**config.mk**
```make
export PLATFORM = sky130hd
export DESIGN_NAME = fetch_unit
export DESIGN_NICKNAME = d
export VERILOG_FILES = /design/src/rtl/fetch_unit_pkg.sv /design/src/rtl/fetch_unit_watchdog.sv /design/src/rtl/fetch_unit.sv
export SDC_FILE = /design/constraint.sdc
export NUM_CORES = 1
export LEC_CHECK = 0
export CORE_MARGIN = 2
export CORE_UTILIZATION = 35
export DETAILED_ROUTE_END_ITERATION = 16
export SYNTH_ARGS = -nofsm -noshare
export SYNTH_HDL_FRONTEND = slang
export SYNTH_SLANG_ARGS = --single-unit
```
**constraint.sdc**
```tcl
create_clock -name clk -period 1.67 [get_ports clk]
set_input_delay 0.2505 -clock clk [delete_from_list [all_inputs] [get_ports clk]]
set_output_delay 0.2505 -clock clk [all_outputs]
set_load 0.005 [all_outputs]
```
**src/rtl/fetch_unit_pkg.sv**
```systemverilog
// Shared ISA and FSM definitions for the instruction-fetch stage.
// Holds the halt opcode, the fetch state encodings and an opcode field helper.
package fetch_unit_pkg;

   localparam logic [5:0] OP_HALT = 6'd63;

   typedef enum logic [2:0] {
      ST_FETCH  = 3'd0,
      ST_WAIT   = 3'd1,
      ST_ISSUE  = 3'd2,
      ST_NPC    = 3'd3,
      ST_HALTED = 3'd4,
      ST_ERROR  = 3'd5
   } fetch_state_t;

   function automatic logic [5:0] opcodeOf(input logic [31:0] insWord);
      return insWord[31:26];
   endfunction

endpackage

```
**src/rtl/fetch_unit_watchdog.sv**
```systemverilog
// Instruction-memory watchdog: counts cycles spent waiting for read data and
// flags the last permitted cycle. A timeout of zero disables it.
module fetch_watchdog #(
   parameter int unsigned IMEM_TIMEOUT = 256
) (
   input  logic clk,
   input  logic rst_n,
   input  logic i_clear,
   input  logic i_enable,
   output logic o_expire
);

   localparam logic [31:0] LIMIT = (IMEM_TIMEOUT == 0) ? 32'd0 : 32'(IMEM_TIMEOUT - 1);

   logic [31:0] r_count;

   always_ff @(posedge clk or negedge rst_n) begin
      if (!rst_n) begin
         r_count <= '0;
      end else if (i_clear) begin
         r_count <= '0;
      end else if (i_enable) begin
         r_count <= r_count + 32'd1;
      end
   end

   assign o_expire = (IMEM_TIMEOUT != 0) && (r_count == LIMIT);

endmodule

```
**src/rtl/fetch_unit.sv**
```systemverilog
// Single-issue, non-overlapped instruction fetch: one imem read per instruction,
// valid/ready hand-off to execute, then wait for execute's next PC.
module fetch_unit
   import fetch_unit_pkg::*;
#(
   parameter logic [31:0] RESET_PC     = 32'd0,
   parameter int unsigned IMEM_TIMEOUT = 256
) (
   input  logic        clk,
   input  logic        rst_n,
   output logic        o_imem_req,
   output logic [31:0] o_imem_addr,
   input  logic        i_imem_rvalid,
   input  logic [31:0] i_imem_rdata,
   output logic [31:0] o_ins,
   output logic [31:0] o_pc,
   output logic        o_ins_valid,
   input  logic        i_ins_ready,
   input  logic        i_npc_valid,
   input  logic [31:0] i_nextpc,
   output logic        o_halted,
   output logic        o_timeout,
   output logic [31:0] o_instret
);

   fetch_state_t r_state;
   logic         r_imemReq;
   logic [31:0]  r_imemAddr;
   logic [31:0]  r_ins;
   logic [31:0]  r_pc;
   logic         r_insValid;
   logic         r_halted;
   logic         r_timeout;
   logic [31:0]  r_instret;

   logic w_wdogClear;
   logic w_wdogEnable;
   logic w_wdogExpire;

   assign w_wdogClear  = (r_state != ST_WAIT);
   assign w_wdogEnable = (r_state == ST_WAIT) && !i_imem_rvalid;

   fetch_watchdog #(
      .IMEM_TIMEOUT(IMEM_TIMEOUT)
   ) u_watchdog (
      .clk      (clk),
      .rst_n    (rst_n),
      .i_clear  (w_wdogClear),
      .i_enable (w_wdogEnable),
      .o_expire (w_wdogExpire)
   );

   // The read strobe is raised on the edge that enters FETCH, so the FETCH
   // cycle itself carries the request; only the post-reset FETCH has to arm it.
   always_ff @(posedge clk or negedge rst_n) begin
      if (!rst_n) begin
         r_state    <= ST_FETCH;
         r_imemReq  <= 1'b0;
         r_imemAddr <= RESET_PC;
         r_ins      <= '0;
         r_pc       <= RESET_PC;
         r_insValid <= 1'b0;
         r_halted   <= 1'b0;
         r_timeout  <= 1'b0;
         r_instret  <= '0;
      end else begin
         case (r_state)
            ST_FETCH: begin
               if (!r_imemReq) begin
                  r_imemReq  <= 1'b1;
                  r_imemAddr <= r_pc;
               end else begin
                  r_imemReq <= 1'b0;
                  r_state   <= ST_WAIT;
               end
            end
            ST_WAIT: begin
               if (i_imem_rvalid) begin
                  r_ins      <= i_imem_rdata;
                  r_insValid <= 1'b1;
                  r_state    <= ST_ISSUE;
               end else if (w_wdogExpire) begin
                  r_timeout <= 1'b1;
                  r_state   <= ST_ERROR;
               end
            end
            ST_ISSUE: begin
               if (i_ins_ready) begin
                  r_insValid <= 1'b0;
                  r_instret  <= r_instret + 32'd1;
                  if (opcodeOf(r_ins) == OP_HALT) begin
                     r_halted <= 1'b1;
                     r_state  <= ST_HALTED;
                  end else if (i_npc_valid) begin
                     r_pc       <= i_nextpc;
                     r_imemAddr <= i_nextpc;
                     r_imemReq  <= 1'b1;
                     r_state    <= ST_FETCH;
                  end else begin
                     r_state <= ST_NPC;
                  end
               end
            end
            ST_NPC: begin
               if (i_npc_valid) begin
                  r_pc       <= i_nextpc;
                  r_imemAddr <= i_nextpc;
                  r_imemReq  <= 1'b1;
                  r_state    <= ST_FETCH;
               end
            end
            default: begin
               r_imemReq  <= 1'b0;
               r_insValid <= 1'b0;
            end
         endcase
      end
   end

   assign o_imem_req  = r_imemReq;
   assign o_imem_addr = r_imemAddr;
   assign o_ins       = r_ins;
   assign o_pc        = r_pc;
   assign o_ins_valid = r_insValid;
   assign o_halted    = r_halted;
   assign o_timeout   = r_timeout;
   assign o_instret   = r_instret;

endmodule

```
[After elaboration in Yosys (flattened, before gate mapping)]
Index checks and enable logic that the tools add are counted.
Storage, ports and cells
  register bits: 167
  input bits: 69
  output and inout port bits: 132
  logic and storage cells: 72
Cells by class
  add/subtract/negate cells: 2
  equality and inequality tests: 13
  mux-type cells: 27
  bitwise gates (word level): 3
  reduce and logical (&&, ||, !) cells: 17
Operators with widths (count)
  32-bit two-way mux: 9
  32-bit case mux with 3 select lines: 1
  32-bit by 1-bit adder with 32-bit output (second input constant): 2
  32-bit case mux with 2 select lines: 1
  32-bit by 8-bit == test with 1-bit output (second input constant): 1
  3-bit two-way mux: 6
  3-bit AND reduction: 5
  2-bit != test (second input constant): 6
  3-bit case mux with 4 select lines: 1
  3-bit by 2-bit == test with 1-bit output (second input constant): 2
  6-bit == test (second input constant): 1
  1-bit two-way mux: 6
  5-bit AND reduction: 1
  1-bit case mux with 4 select lines: 1
  2-bit AND reduction: 2
  4-bit AND reduction: 1
  2-bit nonzero test: 2
  4-bit nonzero test: 1
  3-bit by 1-bit == test with 1-bit output (second input constant): 1
  3-bit zero test: 1
  3-bit by 1-bit != test with 1-bit output (second input constant): 1
  3-bit by 2-bit != test with 1-bit output (second input constant): 1
  1-bit NOT: 3
  1-bit case mux with 3 select lines: 1
  5 further kinds: 5

[Longest topological paths before layout]
Gate-level depths: netlist (run 1).
  depth after elaboration: 4
  depth in mapped cells: 7

[Cells and area by module]
A second synthesis (run 1) with hierarchy kept.
Unflattened totals
  cell total of the unflattened synthesis: 692
  area, all modules: 7731.2 µm²
Modules (own cells, without submodules)
  fetch_unit: instances 1, cells each 498, area an instance 5926.9 µm², sequential area each 3378.2 µm²
  fetch_watchdog: instances 1, cells each 194, area an instance 1804.2 µm², sequential area each 800.8 µm²

[Worst setup path after synthesis (run 1)]
OpenSTA, ideal clock, no wires.
  path type: flip-flop to flip-flop
  start point: register r_state[0]
  end point: register r_imemAddr[10] (netlist: o_imem_addr[10])
  arrival: 1.692 ns
  required time: 1.545 ns
  path slack: -0.146 ns
  cell stages (with the launch flop): 6
  clock period less this slack: 1.816 ns
  cell sequence: dfrtp_1 -> clkbuf_1 -> or4_1 -> o211ai_2 -> buf_6 -> mux2_2
Between the ends
  longest elaborated chain between the ends: 3
  elaborated cells between the ends (all ways): 9
  those cells by class: eq/ne (5); mux (1); reduce/logical (3)
Ends and longest elaborated chain
  start: declaration: line fetch_unit.sv:26  | fetch_state_t r_state;
  start signal: assignment: line fetch_unit.sv:57  | r_state <= ST_FETCH;
  start signal: assignment: line fetch_unit.sv:74  | r_state <= ST_WAIT;
  start signal: assignment: line fetch_unit.sv:81  | r_state <= ST_ISSUE;
  3-bit by 2-bit == test with 1-bit output / 3-bit zero test (equally long branches): line fetch_unit.sv:67  | case (r_state)
  2-bit != test (no source line) / 3-bit nonzero test (equally long branches)
  4-bit AND reduction (no source line)
  end signal: assignment: line fetch_unit.sv:71  | r_imemAddr <= r_pc;
  end signal: assignment: line fetch_unit.sv:96  | r_imemAddr <= i_nextpc;
  end signal: assignment: line fetch_unit.sv:107  | r_imemAddr <= i_nextpc;
  end: declaration: line fetch_unit.sv:28  | logic [31:0] r_imemAddr;
Parallel ways exist; a longest one is shown, timed or not.
A chain may end at the register's enable or synchronous reset.

[Final worst setup path (run 1)]
  start point: register r_state[2]
  end point: register r_imemAddr[30] (netlist: o_imem_addr[30])
The elaborated chain is that of the path after synthesis.

==> results of run 1 <==
-- cells in the mapped netlist, drive strengths merged (8+ instances only) --
library cell / count / area share
dfrtp: 167 / 0.54
nand2: 128 / 0.062
mux2: 97 / 0.14
buf: 27 / 0.021
nand4: 25 / 0.023
xor2: 24 / 0.027
nor2: 23 / 0.011
nand3: 19 / 0.012
xnor2: 19 / 0.022
nor4: 16 / 0.013
and4: 13 / 0.015
and3: 12 / 0.0099
a21oi: 10 / 0.0065
clkbuf: 10 / 0.0050
nand2b: 9 / 0.0073
o21ai: 8 / 0.0057
-- stage by stage --
step,power (mW),utilization,cell area [µm²],hold slack (ns),std cells
2_1_floorplan,8.54,-,7740,-0.0451,681
3_3_place_gp,12.1,0.492,10700,0.140,1214
3_5_place_dp,12.2,0.492,10700,0.139,1214
4_1_cts,16.6,0.529,11500,0.250,1255
5_1_grt,17.9,0.557,12100,0.250,1276
6_report,16.9,0.557,12100,0.256,1276
-- repair_timing --
action / CTS / global route
hold buffers: 1 / 0
endpoints found under the hold margin: 56 / 0
cloned: 1 / 3
endpoints found under the setup margin: 120 / 148
pin swaps: 3 / 16
resized for setup: 42 / 102
setup buffers: 9 / 19
-- report_power, final --
group / switching, mW / leakage (nW) / internal [mW]
registers: 0.799 / 2.12 / 5.29
logic: 2.31 / 3.19 / 4.50
clock network: 1.70 / 0.283 / 2.30
-- metal layers --
metal  wire, µm  share of wire  track usage
met5         16        0.00074            0
met4        222          0.010       0.0472
met3       1180          0.055       0.0469
met2      10400           0.48        0.292
met1       9820           0.45        0.238
-- sequential cells by signal, summed over array words and instances (netlist names) --
register and count:
r_state 3, o_halted 1, o_imem_req 1, o_instret 32
o_imem_addr 32, o_pc 32, o_timeout 1, o_ins_valid 1
u_watchdog.r_count 32, o_ins 32
-- worst max-delay path, delay by kind of cell (launching register included) --
family                 cells  cell delay [ns]
buffers and inverters      1             0.21
AO/OA/AOI/OAI              1             0.13
multiplexers               1             0.35
flip-flops                 1             0.40
AND/OR/NAND/NOR            1             0.55
-- cell families after synthesis --
| family | count (synthesis) | synth area share |
|---|---|---|
| AOI/OAI and AO/OA | 45 | 0.0424 |
| xor gates and xnor gates | 43 | 0.0489 |
| adders and majority gates | 2 | 0.00325 |
| buffers and inverters | 44 | 0.0297 |
| DFF | 167 | 0.542 |
| muxes | 101 | 0.147 |
| and+or+nand+nor | 279 | 0.186 |
-- area by class of cell --
class | count | share of cell area
multi-input cells | 470 | 0.314
well taps | 280 | 0.0290
flip-flops and latches | 167 | 0.347
inverters | 7 | 0.00217
repair buffers | 321 | 0.260
clock inverters | 12 | 0.0116
clock buffers | 19 | 0.0375
-- worst max-delay path by stage --
stage	startpoint	to	slack [ns]	cells after the start
CTS	r_state[2]	o_pc[14]	-0.12	7
global route	r_state[2]	o_imem_addr[30]	-0.16	4
finish	r_state[2]	o_imem_addr[30]	-0.11	4
floorplan	r_state[2]	o_imem_addr[10]	-0.11	5
global placement	i_imem_rvalid	u_watchdog.r_count[23]	-0.30	6
detailed placement	i_imem_rvalid	u_watchdog.r_count[23]	-0.36	6
==> metrics.txt, run 1 <==
initial antenna violation count 1; CTS tree yes; final wirelength about 22000 µm; worst slack, placed -0.357 ns; Peak VDD IR roughly 740 µV; most frequent cells in the layout 185 x clkdlybuf4s50_1, 159 x dfrtp_1, 128 x nand2_1; status complete, but fails checks; die height roughly 150 µm; Max Fclk between 500 and 600 MHz; Vias roughly 6400; Tcrit/Tclk final 1.07; GPL Wtd Cong ~0.77; Max transition margin 0.762; asr flop ratio synth 1.00; synthesis-stage register bit count 167; EDFF count, synth 0; Worst Skew between 0.01 and 0.015 ns; Total GRT Usage 0.179; share of post-route cells with drive strength above 1 0.309; largest net degree at the start of global routing 53; Slew Limit Fails 0; CP endpoint kind flip-flop; Iteration-0 DRC Markers approximately 260; Worst-path clk slew roughly 0.070 ns; clk sinks 167; DPL Wire Length between 10000 and 15000 µm; area of the multi-input gates 3790 µm²; nets@finish between 1000 and 1500; area of the core about 22000 µm²; Initial Util 0.355; I/O pin count between 200 and 250; Slew @ Worst Pin 0.353 ns; Remaining Overflow, GRT 0; CP Cell Sequence or4_4, o211ai_4, buf_12, mux2_2; Req. time, crit path around 2.0 ns; pwr dens 1400 nW/µm²; DRT Pass-1 Iters 4; Crit Path Class reg -> reg; reg2reg end o_imem_addr[30]; global-route wire length before repair 33900 µm; final setup fails between 80 and 90; commonest non-fill, non-tap cell in the layout clkdlybuf4s50_1; fillcell total approximately 1900; WP data arrival 2.08 ns; area added between synthesis and finish 56.9%; library cells used by synthesis 50; RSZ-0062 raised after global routing yes; worst-path fanout max 16; via-per-instance ratio 4.98; critical path startpoint category flip-flop; PortBufs 200; CTS Root Cell clkbuf_16; HP Class in -> async; remaining antenna violation count after routing 0; FF-to-FF path depth 4; Antenna Diode Count 0; DRC 0; # rows 54; Post-Syn Area a little under 8000 µm²; worst stage delay on the critical path ~0.55 ns; post-synthesis cell count approximately 700; violated checks negative setup slack; min Tclk post-route 1.78 ns; leakage approximately 5.6 nW; r2r setup slk -0.11 ns; syn_area_per_cell about 11 µm²; Fin. Hold Viols 0; Max stage delay cell, worst path or4_4; Worst Setup Slack, final -0.109 ns; width of the die around 150 µm; Syn Nets approximately 750; H-tree levels 4; vias in the first global route approximately 6500; Synth warnings 0; post-route setup TNS -4.48 ns; RR Startpoint r_state[2]; register area around 4200 µm²; CTS Buffer Depth 2; max_cap viols 0; Clk Latency, worst-skew pair 0.43 ns; Num CTS Buffers 17; wire per inst 16.9 µm; register area share after synthesis 0.542; Die Footprint around 23000 µm²; Primary FF master, synth dfrtp_1
Power figures use the tool's default switching activity.
==> run 2: changes to the inputs <==
SLEW_MARGIN = 20   (was not set)
==> results of run 2 <==
No change in the layout: final DEF, timing and power equal those of run 1.
